### config.mk
export PLATFORM = sky130hd
export DESIGN_NAME = multicycle_controller
export DESIGN_NICKNAME = d
export VERILOG_FILES = /design/src/rtl/multicycle_controller.sv
export SDC_FILE = /design/constraint.sdc
export NUM_CORES = 1
export LEC_CHECK = 0
export BUFFER_PORTS_ARGS = -buffer_cell sky130_fd_sc_hd__buf_2
export CAP_MARGIN = 20
export CORE_MARGIN = 2
export CORE_UTILIZATION = 46
export CTS_BUF_LIST = sky130_fd_sc_hd__clkbuf_16
export DETAILED_ROUTE_END_ITERATION = 12
export MAX_ROUTING_LAYER = met4
export PLACE_DENSITY = 0.9
export SKIP_LAST_GASP = 1
export SYNTH_ARGS = -nofsm -noshare
export SYNTH_HDL_FRONTEND = slang
export SYNTH_SLANG_ARGS = --single-unit
### constraint.sdc
create_clock -name clk -period 3 [get_ports clk]
set_input_delay 0 -clock clk [delete_from_list [all_inputs] [get_ports clk]]
set_output_delay 0 -clock clk [all_outputs]
set_load 0.02 [all_outputs]
### src/rtl/multicycle_controller.sv
`default_nettype none
// ============================================================================
// Module      : multicycle_controller
// Description : Control unit for the MIPS multicycle CPU. A Moore main FSM
//               sequences each instruction through its steps and a
//               combinational ALU decoder turns the internal alu_op (plus
//               funct for R-type) into the 3-bit ALU control.
//
// Ports:
//   clk            system clock, rising edge
//   reset          asynchronous, active-high reset
//   opcode[5:0]    instr[31:26] from datapath
//   funct[5:0]     instr[5:0] from datapath
//   mem_to_reg     0 = ALUOut, 1 = memory data register to reg write data
//   reg_dest       0 = rt, 1 = rd as write register
//   i_or_d         0 = PC addresses memory, 1 = ALUOut
//   alu_src_a      0 = PC, 1 = register A
//   ir_write       instruction register load enable
//   mem_write      memory write enable
//   pc_write       unconditional PC load
//   branch         PC load qualified by datapath zero
//   reg_write      register file write enable
//   alu_src_b[1:0] 00 = B, 01 = 4, 10 = sign-ext imm, 11 = imm<<2
//   pc_src[1:0]    00 = ALU result, 01 = ALUOut, 10 = jump target
//   alu_control    010 add, 110 sub, 000 and, 001 or, 111 slt
//   illegal_instr  sticky unsupported-instruction flag
//   state_out      current state (debug)
//
// State encoding seen on state_out:
//   0 FETCH, 1 DECODE, 2 MEMADR, 3 MEMREAD, 4 MEMWB, 5 MEMWRITE,
//   6 EXECUTE, 7 ALUWB, 8 BRANCH, 9 ADDIEX, 10 ADDIWB, 11 JUMP
//
// Revision    : 1.0 - initial release
// ============================================================================
module multicycle_controller #(
    parameter int STATE_W      = 4,   // must be >= 4 to hold all states
    parameter int TRAP_ILLEGAL = 1    // 1 = flag unsupported instructions
) (
    input  logic               clk,
    input  logic               reset,
    input  logic [5:0]         opcode,
    input  logic [5:0]         funct,
    output logic               mem_to_reg,
    output logic               reg_dest,
    output logic               i_or_d,
    output logic               alu_src_a,
    output logic               ir_write,
    output logic               mem_write,
    output logic               pc_write,
    output logic               branch,
    output logic               reg_write,
    output logic [1:0]         alu_src_b,
    output logic [1:0]         pc_src,
    output logic [2:0]         alu_control,
    output logic               illegal_instr,
    output logic [STATE_W-1:0] state_out
);

    // ------------------------------------------------------------------
    // Opcode / funct constants
    // ------------------------------------------------------------------
    localparam logic [5:0] C_OP_R    = 6'b000000;
    localparam logic [5:0] C_OP_LW   = 6'b100011;
    localparam logic [5:0] C_OP_SW   = 6'b101011;
    localparam logic [5:0] C_OP_BEQ  = 6'b000100;
    localparam logic [5:0] C_OP_ADDI = 6'b001000;
    localparam logic [5:0] C_OP_J    = 6'b000010;

    localparam logic [5:0] C_FN_ADD  = 6'b100000;
    localparam logic [5:0] C_FN_SUB  = 6'b100010;
    localparam logic [5:0] C_FN_AND  = 6'b100100;
    localparam logic [5:0] C_FN_OR   = 6'b100101;
    localparam logic [5:0] C_FN_SLT  = 6'b101010;

    localparam logic [1:0] C_ALUOP_ADD   = 2'b00;
    localparam logic [1:0] C_ALUOP_SUB   = 2'b01;
    localparam logic [1:0] C_ALUOP_FUNCT = 2'b10;

    localparam logic [2:0] C_ALU_ADD = 3'b010;
    localparam logic [2:0] C_ALU_SUB = 3'b110;
    localparam logic [2:0] C_ALU_AND = 3'b000;
    localparam logic [2:0] C_ALU_OR  = 3'b001;
    localparam logic [2:0] C_ALU_SLT = 3'b111;

    // ------------------------------------------------------------------
    // State type
    // ------------------------------------------------------------------
    typedef enum logic [STATE_W-1:0] {
        S_FETCH    = STATE_W'(0),
        S_DECODE   = STATE_W'(1),
        S_MEMADR   = STATE_W'(2),
        S_MEMREAD  = STATE_W'(3),
        S_MEMWB    = STATE_W'(4),
        S_MEMWRITE = STATE_W'(5),
        S_EXECUTE  = STATE_W'(6),
        S_ALUWB    = STATE_W'(7),
        S_BRANCH   = STATE_W'(8),
        S_ADDIEX   = STATE_W'(9),
        S_ADDIWB   = STATE_W'(10),
        S_JUMP     = STATE_W'(11)
    } state_t;

    state_t     r_state;
    state_t     w_next;
    logic [1:0] w_alu_op;
    logic       w_opcode_ok;
    logic       w_funct_ok;
    logic       w_set_illegal;

    // ------------------------------------------------------------------
    // Instruction classification
    // ------------------------------------------------------------------
    always_comb begin
        w_opcode_ok = 1'b0;
        case (opcode)
            C_OP_R, C_OP_LW, C_OP_SW,
            C_OP_BEQ, C_OP_ADDI, C_OP_J: w_opcode_ok = 1'b1;
            default:                      w_opcode_ok = 1'b0;
        endcase
    end

    always_comb begin
        w_funct_ok = 1'b0;
        case (funct)
            C_FN_ADD, C_FN_SUB, C_FN_AND,
            C_FN_OR, C_FN_SLT: w_funct_ok = 1'b1;
            default:           w_funct_ok = 1'b0;
        endcase
    end

    // An unsupported instruction is detected in the step that first
    // inspects the offending field: opcode in DECODE, funct in EXECUTE.
    assign w_set_illegal = ((r_state == S_DECODE)  && !w_opcode_ok) ||
                           ((r_state == S_EXECUTE) && !w_funct_ok);

    // ------------------------------------------------------------------
    // State register
    // ------------------------------------------------------------------
    always_ff @(posedge clk or posedge reset) begin
        if (reset) begin
            r_state <= S_FETCH;
        end else begin
            r_state <= w_next;
        end
    end

    // ------------------------------------------------------------------
    // Next-state logic
    // ------------------------------------------------------------------
    always_comb begin
        w_next = S_FETCH;
        case (r_state)
            S_FETCH:  w_next = S_DECODE;
            S_DECODE: begin
                case (opcode)
                    C_OP_LW, C_OP_SW: w_next = S_MEMADR;
                    C_OP_R:           w_next = S_EXECUTE;
                    C_OP_BEQ:         w_next = S_BRANCH;
                    C_OP_ADDI:        w_next = S_ADDIEX;
                    C_OP_J:           w_next = S_JUMP;
                    default:          w_next = S_FETCH;
                endcase
            end
            S_MEMADR: begin
                // Only LW and SW reach this state; anything else returns
                // to FETCH rather than issuing a memory access.
                if (opcode == C_OP_LW) begin
                    w_next = S_MEMREAD;
                end else if (opcode == C_OP_SW) begin
                    w_next = S_MEMWRITE;
                end else begin
                    w_next = S_FETCH;
                end
            end
            S_MEMREAD:  w_next = S_MEMWB;
            S_MEMWB:    w_next = S_FETCH;
            S_MEMWRITE: w_next = S_FETCH;
            S_EXECUTE:  w_next = w_funct_ok ? S_ALUWB : S_FETCH;
            S_ALUWB:    w_next = S_FETCH;
            S_BRANCH:   w_next = S_FETCH;
            S_ADDIEX:   w_next = S_ADDIWB;
            S_ADDIWB:   w_next = S_FETCH;
            S_JUMP:     w_next = S_FETCH;
            default:    w_next = S_FETCH;
        endcase
    end

    // ------------------------------------------------------------------
    // Moore control outputs (pure functions of state)
    // ------------------------------------------------------------------
    always_comb begin
        mem_to_reg = 1'b0;
        reg_dest   = 1'b0;
        i_or_d     = 1'b0;
        alu_src_a  = 1'b0;
        ir_write   = 1'b0;
        mem_write  = 1'b0;
        pc_write   = 1'b0;
        branch     = 1'b0;
        reg_write  = 1'b0;
        alu_src_b  = 2'b00;
        pc_src     = 2'b00;
        w_alu_op   = C_ALUOP_ADD;
        case (r_state)
            S_FETCH: begin
                alu_src_b = 2'b01;
                ir_write  = 1'b1;
                pc_write  = 1'b1;
            end
            S_DECODE: begin
                // Precompute the branch target while decoding.
                alu_src_b = 2'b11;
            end
            S_MEMADR: begin
                alu_src_a = 1'b1;
                alu_src_b = 2'b10;
            end
            S_MEMREAD: begin
                i_or_d = 1'b1;
            end
            S_MEMWB: begin
                mem_to_reg = 1'b1;
                reg_write  = 1'b1;
            end
            S_MEMWRITE: begin
                i_or_d    = 1'b1;
                mem_write = 1'b1;
            end
            S_EXECUTE: begin
                alu_src_a = 1'b1;
                alu_src_b = 2'b00;
                w_alu_op  = C_ALUOP_FUNCT;
            end
            S_ALUWB: begin
                reg_dest  = 1'b1;
                reg_write = 1'b1;
            end
            S_BRANCH: begin
                alu_src_a = 1'b1;
                w_alu_op  = C_ALUOP_SUB;
                pc_src    = 2'b01;
                branch    = 1'b1;
            end
            S_ADDIEX: begin
                alu_src_a = 1'b1;
                alu_src_b = 2'b10;
            end
            S_ADDIWB: begin
                reg_write = 1'b1;
            end
            S_JUMP: begin
                pc_src   = 2'b10;
                pc_write = 1'b1;
            end
            default: begin
            end
        endcase
    end

    // ------------------------------------------------------------------
    // ALU decoder
    // ------------------------------------------------------------------
    always_comb begin
        alu_control = C_ALU_ADD;
        case (w_alu_op)
            C_ALUOP_ADD: alu_control = C_ALU_ADD;
            C_ALUOP_SUB: alu_control = C_ALU_SUB;
            C_ALUOP_FUNCT: begin
                case (funct)
                    C_FN_ADD: alu_control = C_ALU_ADD;
                    C_FN_SUB: alu_control = C_ALU_SUB;
                    C_FN_AND: alu_control = C_ALU_AND;
                    C_FN_OR:  alu_control = C_ALU_OR;
                    C_FN_SLT: alu_control = C_ALU_SLT;
                    default:  alu_control = C_ALU_ADD;
                endcase
            end
            default: alu_control = C_ALU_ADD;
        endcase
    end

    // ------------------------------------------------------------------
    // Sticky illegal-instruction flag
    // ------------------------------------------------------------------
    generate
        if (TRAP_ILLEGAL != 0) begin : g_trap
            logic r_illegal;
            always_ff @(posedge clk or posedge reset) begin
                if (reset) begin
                    r_illegal <= 1'b0;
                end else if (w_set_illegal) begin
                    r_illegal <= 1'b1;
                end
            end
            assign illegal_instr = r_illegal;
        end else begin : g_no_trap
            logic w_unused_set_illegal;
            assign w_unused_set_illegal = w_set_illegal;
            assign illegal_instr        = 1'b0;
        end
    endgenerate

    assign state_out = r_state;

endmodule
`default_nettype wire
==> metrics.txt, run 1 <==
top-count cell post-synth=nor2_1; critical path class=reg -> out; fmax=0.477 GHz; Die Height=41.4 um; TritonRoute pass-1 iters=4; #FFs+latches synth=5; type of origin of the critical path=register; root buf cell=clkbuf_16; commonest cells in the netlist=nor2_1, nor3b_1, buf_2, dfrtp_1, nand2_1; TritonCTS Buffers=3; Layout Skew=0.00111 ns; final instance area=887 um^2; Cell Area, Placed=798 um^2; largest net degree at the start of global routing=17; All-Layer GR Usage=24.1%; Worst Max-Slew Pin Slew=0.469 ns; Worst setup startpoint=state_out[2]$_DFF_PP0_; Synth async-reset ratio=100%; Reg clk slew, reported paths=0.03 ns; met1 Use GR=26.6%; num ports=35; synthesis warning total=0; crit path capture type=primary output; RSZ-0062 raised after global routing=false; synthesized area per cell=7.64 um^2; Global Route met2 Usage=43.4%; total number of vias=760; area of the mapped netlist=642 um^2; Worst Hold Class=in -> reg; Routed WL=1820 um; drt via density=5.76; layout cells sized above 1=36.8%; Routed Antenna Nets=0; min-delay src=opcode[4]; Mapped Nets=101; cells on worst reg2reg path=3; die width=41.4 um; Synth cell types=41; pre-CTS setup slack=1.16 ns; crit-path max FO=12; Diodes inserted=0; RePlAce Congestion=0.860; Setup WS post-layout=0.904 ns; setup_tns=0 ns; H-tree levels=1; Area contributors post-synth=dfrtp_1, nor3b_1, ha_1; max-cap check violation count=0; CTS max path bufs=2; Pins Over Slew Limit=0; Post-Syn Instances=84; clk sinks=5; HPWL after DPL=1320 um; Resized cells post-CTS=0; gr ovfl total=0; initial antenna violation count=0; reg2reg end=illegal_instr$_DFFE_PP0P_; number of global-route vias before repair=585; initial core utilization=49.3%; met3 Track Usage GR=3.19%; outcome=completed; Layout area overhead=38.2%; Post-synth EDFFs=0; FF-to-FF setup slack=1.54 ns; Total Power=0.605 mW; CP arrival=2.10 ns; Main synth FF type=dfrtp_1; clock latency on the worst-skew pair=0.23 ns; die area=1710 um^2; DR iter-0 viols=16; leakage=0.420 nW; DRC errors left=0; maximum vdd drop=0.427 mV; PD cells=682 nW/um^2; dominant cell type by area after synthesis=dfrtp_1; slew margin rel.=68.7%; hold path cells=3; first-pass GRT wire length=2580 um; CTS tree=done; hold_ws=0.0998 ns; Synth top area share=19.5%; Tmin final=2.10 ns; routed len/inst=13.8 um; # setup viols final=0; Final Hold Fails=0; GRT busiest layer=met2; Tcrit/Tclk final=69.9%; WHS Endpoint=state_out[3]$_DFF_PP0_; Nets=135; Core ar.=1300 um^2; setup bufs post-CTS=0; IO buf count=34; sequential-to-total area share from yosys stat=19.5%; Crit path required time=3.00 ns; r2r startpoint=state_out[1]$_DFF_PP0_; num rows=13; # hold bufs at CTS=1
## critical path, stage by stage, from the launching register on
cell	delay (ns)
dfrtp_1	0.49
nand2b_1	0.24
or3_1	0.38
ha_1	0.33
a211o_1	0.27
buf_2	0.16
## power by group
group / leakage (nW) / switching (mW) / total (mW) / internal [mW]
Sequential: 0.0620 / 0.0429 / 0.122 / 0.0792
Combinational: 0.316 / 0.158 / 0.263 / 0.105
Clock: 0.0423 / 0.0468 / 0.220 / 0.173
## kinds of logic after synthesis
family,share of synthesized area [%]
DFF,19.5
buffers and inverters,6.82
xor gates and xnor gates,4.09
adders and majority gates,5.85
muxes,3.31
AOI/OAI and AO/OA,20.1
and+or+nand+nor,40.4
## worst max path at each step
stage / to / slack, ns
6_report: alu_control[1] / 0.90
2_1_floorplan: alu_control[2] / 1.13
5_1_grt: alu_control[1] / 0.82
3_3_place_gp: alu_control[1] / 1.23
3_5_place_dp: alu_control[1] / 1.16
4_1_cts: alu_control[1] / 0.91
## cell usage in the layout, fill, tap and decap left out, drive strengths merged, types with 2 or more instances in the layout
master and instances:
buf 34, clkbuf 3, a21oi 2, nor3b 6, a21boi 2, dfrtp 5
xor2 2, nand3 2, or3 2, nor3 4, o211ai 2, nand2b 4
nand2 5, nor2 8, inv 4, ha 3, or2 2, nand4 4
o21ai 2
## stage by stage
stage,utilization [%],instances
after floorplan,-,84
after global placement,61.3,127
after detailed placement,61.3,127
after CTS,68.2,132
after global routing,68.2,132
final,68.2,132
## layout make-up
class | instances | area [um^2]
clock buffers | 3 | 75.1
clock inverters | 1 | 3.75
fillers | 113 | 414
inverters | 3 | 11.3
multi-input cells | 70 | 473
flip-flops and latches | 5 | 125
well taps | 15 | 18.8
repair buffers | 35 | 180
## sequential cells by signal, summed over array words and instances (netlist names)
signal	flops
state_out	4
illegal_instr	1
## routing by layer
metal,wire length [um],vias to the layer above
li1,-,374
met1,798,350
met2,876,32
met3,123,4
met4,19,0
met5,0,-
Note: power is estimated with default switching activity, not from simulation.
==> inputs of run 2 (changes only) <==
--- a/config.mk
+++ b/config.mk
@@ -8,11 +8,11 @@
 export BUFFER_PORTS_ARGS = -buffer_cell sky130_fd_sc_hd__buf_2
 export CAP_MARGIN = 20
 export CORE_MARGIN = 2
-export CORE_UTILIZATION = 46
+export CORE_UTILIZATION = 39
 export CTS_BUF_LIST = sky130_fd_sc_hd__clkbuf_16
 export DETAILED_ROUTE_END_ITERATION = 12
 export MAX_ROUTING_LAYER = met4
-export PLACE_DENSITY = 0.9
+export PLACE_DENSITY = 0.82
 export SKIP_LAST_GASP = 1
 export SYNTH_ARGS = -nofsm -noshare
 export SYNTH_HDL_FRONTEND = slang
==> constraint.sdc (replaced) <==
create_clock -name clk -period 1.9 [get_ports clk]
set_input_delay 0 -clock clk [delete_from_list [all_inputs] [get_ports clk]]
set_output_delay 0 -clock clk [all_outputs]
set_load 0.02 [all_outputs]
==> run 2 against run 1 <==
  * Via count grew 3.4%
  * Power grew 62%
  * Hold slack gained 0.0051 ns
  * Cell area grew 5.8%
  * Critical path depth is the same
  * First-iteration DRC count shrank 44%
  * Sequential power grew 18%
  * Utilization shrank 6.6 points
  * Die area grew 16%
  * Combinational power grew 89%
  * Largest power group unchanged
==> metrics.txt, run 2 (synthesis results as in run 1) <==
routed metal-1 wirelength=694 um; area of the multi-input gates=485 um^2; Final Hold Fails=0; Reg clk slew, reported paths=0.03 ns; FF-to-FF setup slack=0.56 ns; TritonCTS Buffers=3; CP endpoint=alu_control[1]; Seq pwr share=14.6%; r2r startpoint=state_out[3]$_DFF_PP0_; Routed WL=1760 um; Worst Max-Slew Pin Slew=0.408 ns; critical path, cell by cell=buf_4 > and4bb_2 > ha_1 > a211o_1 > buf_2; CTS tree=done; clk sinks=5; internal cell power=0.596 mW; Worst setup startpoint=state_out[3]$_DFF_PP0_; Crit path required time=1.90 ns; num ports=35; # setup viols final=0; Die Height=44.6 um; Crit. path cell count=5; Nets=140; top sig layer=met4; met2 WL post-DR=913 um; crit-path max FO=6; clock latency on the worst-skew pair=0.23 ns; CP top delay family=flip-flops; TritonRoute pass-1 iters=4; Sequential Area=125 um^2; DR iter-0 viols=9; Layout Skew=0.000277 ns; Cell Area, Placed=830 um^2; max-cap check violation count=0; Fill cells=143; crit path capture type=primary output; All-Layer GR Usage=18.0%; Tcrit/Tclk final=97.6%; Switching Share=39.3%; Layout area overhead=46.2%; PD cells=1050 nW/um^2; most common cell after layout, fill and taps aside=buf_2; Pins Over Slew Limit=0; leakage=0.450 nW; layout cells sized above 1=41.0%; slowest stage delay, CP=0.43 ns; maximum vdd drop=0.576 mV; outcome=completed; CP arrival=1.85 ns; CTS max path bufs=2; routed len/inst=12.8 um; first-pass GRT wire length=2590 um; met3 WL=144 um; HPWL after DPL=1340 um; initial antenna violation count=0; type of origin of the critical path=register; cells on worst reg2reg path=4; IO buf count=34; die area=1990 um^2; RePlAce Congestion=0.909; die width=44.6 um; min-delay src=opcode[4]; num rows=14; final instance area=938 um^2; critical path class=reg -> out; Routed Antenna Nets=0; Clk pwr share=34.8%; drt via density=5.70; root buf cell=clkbuf_16; Diodes inserted=0; hold_ws=0.105 ns; initial core utilization=42.1%; H-tree levels=1; reg2reg end=state_out[2]$_DFF_PP0_; DRC errors left=0; Core ar.=1520 um^2; Worst Hold Class=in -> reg; slew margin rel.=72.6%; Logic pwr share=50.6%; Worst Path Buf+Inv=2; Worst path slowest cell=dfrtp_1; most frequent cells in the layout=buf_2, nor2_1, nor3b_1; max reg flops=4; total number of vias=786; switching pwr=0.386 mW; fmax=0.539 GHz; Tmin final=1.85 ns; gr ovfl total=0; number of global-route vias before repair=632; largest net degree at the start of global routing=15
## run 2: layer usage
metal  track usage, %  up-vias
li1                 -      387
met1             21.5      366
met2             30.1       31
met3             3.67        2
met4             5.45        0
met5                -        -
## run 2: how the worst min path moves through the flow
stage	endpoint	slack, ns	cells after the start
floorplan	illegal_instr$_DFFE_PP0P_	-0.22	1
global placement	illegal_instr$_DFFE_PP0P_	-0.1	2
detailed placement	illegal_instr$_DFFE_PP0P_	-0.1	2
CTS	state_out[3]$_DFF_PP0_	0.1	3
global route	state_out[3]$_DFF_PP0_	0.14	3
finish	state_out[3]$_DFF_PP0_	0.10	3
## run 2: through the flow
| stage | util, % | std cells | power, mW | setup WS, ns | setup TNS, ns |
|---|---|---|---|---|---|
| final | 61.6 | 138 | 0.982 | 0.0457 | 0 |
| after global routing | 61.6 | 138 | 1.03 | -0.00570 | -0.00570 |
| after CTS | 60.8 | 138 | 0.977 | 0.00675 | 0 |
| after detailed placement | 54.4 | 132 | 0.627 | 0.248 | 0 |
| after global placement | 54.4 | 132 | 0.617 | 0.291 | 0 |
| after floorplan | - | 84 | 0.474 | 0.0257 | 0 |
## run 2: layout make-up
class | count | share of cell area [%]
multi-input combinational | 70 | 51.7
timing repair buffer | 40 | 23.2
sequential | 5 | 13.3
clock buffer | 3 | 8.00
tap | 16 | 2.13
inverter | 3 | 1.20
clock inverter | 1 | 0.400
## run 2: what timing repair did
item / in CTS / in global routing
hold endpoints to repair: 5 / 0
buffers inserted: 1 / 0
hold buffers: 1 / 0
resized for setup: 0 / 2
endpoints found under the setup margin: 1 / 1
## run 2: tightest hold or removal path: stages
cell and delay [ns]:
buf_2 0.09, or3_1 0.13, o41ai_1 0.07
## run 2: power groups by stage
| stage | registers (mW) | logic [mW] | clock network (mW) |
|---|---|---|---|
| floorplan | 0.167 | 0.307 | 0 |
| global placement | 0.140 | 0.477 | 0 |
| detailed placement | 0.142 | 0.484 | 0 |
| CTS | 0.140 | 0.493 | 0.345 |
| global route | 0.145 | 0.538 | 0.348 |
| finish | 0.144 | 0.497 | 0.341 |
==> inputs of run 3 (changes only) <==
--- a/config.mk
+++ b/config.mk
@@ -13,6 +13,7 @@
 export DETAILED_ROUTE_END_ITERATION = 12
 export MAX_ROUTING_LAYER = met4
 export PLACE_DENSITY = 0.82
+export REMOVE_ABC_BUFFERS = 1
 export SKIP_LAST_GASP = 1
 export SYNTH_ARGS = -nofsm -noshare
 export SYNTH_HDL_FRONTEND = slang
==> run 3 against run 2 <==
  * Die area is the same
  * Setup slack gained 0.019 ns
  * Global-route usage rose by 2.3 points
  * Sequential share of layout area up 0.22 points
  * Hold slack worse by 0.0029 ns
  * Highest routed layer unchanged
  * Utilization is 0.41 points lower
  * Clock skew about the same
  * Combinational power is 4% lower
  * Routed wire length is 1.5% lower
  * Flip-flop and latch count did not move
  * Critical endpoint unchanged
  * Via count decreased by 3.1%
  * Critical path depth unchanged
==> metrics.txt, run 3 (synthesis results as in run 1) <==
r2r startpoint=state_out[1]$_DFF_PP0_; maximum vdd drop=0.424 mV; Cell Area, Placed=830 um^2; Tcrit/Tclk final=96.6%; total number of vias=762; slowest stage delay, CP=0.36 ns; fmax=0.545 GHz; IO buf count=34; CP arrival=1.83 ns; Routed WL=1740 um; final instance area=932 um^2; Diodes inserted=0; routed len/inst=12.7 um; Crit path required time=1.90 ns; RePlAce Congestion=0.858; layout cells sized above 1=41.3%; Setup WS post-layout=0.0651 ns; Final Non-Filler Cells=137; Fill cells=133; critical path, cell by cell=nand2b_4 > or3_4 > ha_1 > a211o_1 > buf_2; gr ovfl total=0; TritonRoute pass-1 iters=4; slew margin rel.=76.5%; Core ar.=1520 um^2; max-cap check violation count=0; H-tree levels=1; HPWL after DPL=1330 um; crit path capture type=primary output; Tmin final=1.83 ns; hold_ws=0.102 ns; Sequential Area=126 um^2; critical path class=reg -> out; largest net degree at the start of global routing=13; WHS Endpoint=state_out[3]$_DFF_PP0_; Worst Hold Class=in -> reg; clk sinks=5; RSZ-0062 raised after global routing=false; area of the multi-input gates=485 um^2; num ports=35; type of origin of the critical path=register; drt via density=5.56; most frequent cells in the layout=buf_2, nor2_1, nor3b_1; Worst Max-Slew Pin Slew=0.349 ns; pre-CTS setup slack=0.248 ns; most common cell after layout, fill and taps aside=buf_2; Worst path slowest cell=dfrtp_1; CTS tree=done; Total Power=0.973 mW; CTS max path bufs=2; # setup viols final=0; setup bufs post-CTS=0; DRC errors left=0; TritonCTS Buffers=3; PD cells=1040 nW/um^2; clock latency on the worst-skew pair=0.23 ns; Nets=139; Layout area overhead=45.2%; reg2reg end=state_out[3]$_DFF_PP0_; Pins Over Slew Limit=0; num rows=14; hold path cells=3; initial core utilization=42.1%; DP Cell Count=132; Reg clk slew, reported paths=0.03 ns; crit-path max FO=3; DR iter-0 viols=11; number of global-route vias before repair=691; FF-to-FF setup slack=0.54 ns; outcome=completed; max reg flops=4; min-delay src=opcode[4]; All-Layer GR Usage=20.4%; die area=1990 um^2; CP top delay family=simple AND/OR/NAND/NOR gates; root buf cell=clkbuf_16; first-pass GRT wire length=2900 um; Routed Antenna Nets=0; Worst Path Buf+Inv=1; Die Height=44.6 um; cells on worst reg2reg path=3; leakage=0.443 nW; initial antenna violation count=0; die width=44.6 um; Final Hold Fails=0; Layout Skew=0.000148 ns
run 3: changes by cell type in the layout (fill, tap and decap cells not counted), sizes merged:
| cell | previous run | this run |
|---|---|---|
| buf | 39 | 38 |
run 3: power by group:
group / internal [mW] / switching [mW] / leakage [nW]
clock network: 0.272 / 0.0686 / 0.0423
registers: 0.126 / 0.0274 / 0.0604
logic: 0.194 / 0.284 / 0.340
total: 0.593 / 0.380 / 0.443
run 3: metrics by stage:
stage | util (%) | TNS (ns)
after global routing | 61.2 | 0
after detailed placement | 54.4 | 0
after global placement | 54.4 | 0
after CTS | 60.3 | 0
final | 61.2 | 0
after floorplan | - | -0.0559
run 3: timing repair:
action	CTS	global route
hold buffers	1	0
endpoints found under the setup margin	0	1
hold endpoints to repair	5	0
gates resized for setup	0	3
run 3: worst min-delay path, cell delays in order:
cell,delay [ns]
buf_2,0.09
or3_1,0.12
o41ai_1,0.07
run 3: worst max-delay path by stage:
| stage | startpoint | endpoint | slack [ns] | cells after the start |
|---|---|---|---|---|
| after floorplan | state_out[2]$_DFF_PP0_ | alu_control[2] | -0.06 | 6 |
| after global placement | state_out[2]$_DFF_PP0_ | alu_control[1] | 0.30 | 5 |
| after detailed placement | state_out[2]$_DFF_PP0_ | alu_control[1] | 0.25 | 5 |
| after CTS | state_out[2]$_DFF_PP0_ | alu_control[1] | 0.003 | 5 |
| after global routing | state_out[2]$_DFF_PP0_ | alu_control[1] | 0.004 | 5 |
| final | state_out[2]$_DFF_PP0_ | alu_control[1] | 0.07 | 5 |
run 3: final cells by class:
class | instances | area share [%]
multi-input cells | 70 | 52.1
repair buffers | 39 | 22.6
flip-flops and latches | 5 | 13.6
clock buffers | 3 | 8.05
well taps | 16 | 2.15
inverters | 3 | 1.21
clock inverters | 1 | 0.403
run 3: layer usage:
layer / wire length, um / global-route usage (%) / vias up
met3: 101 / 2.45 / 5
met4: 40 / 12.7 / 0
li1: - / - / 386
met5: 0 / - / -
met2: 852 / 32.5 / 36
met1: 744 / 24.1 / 335
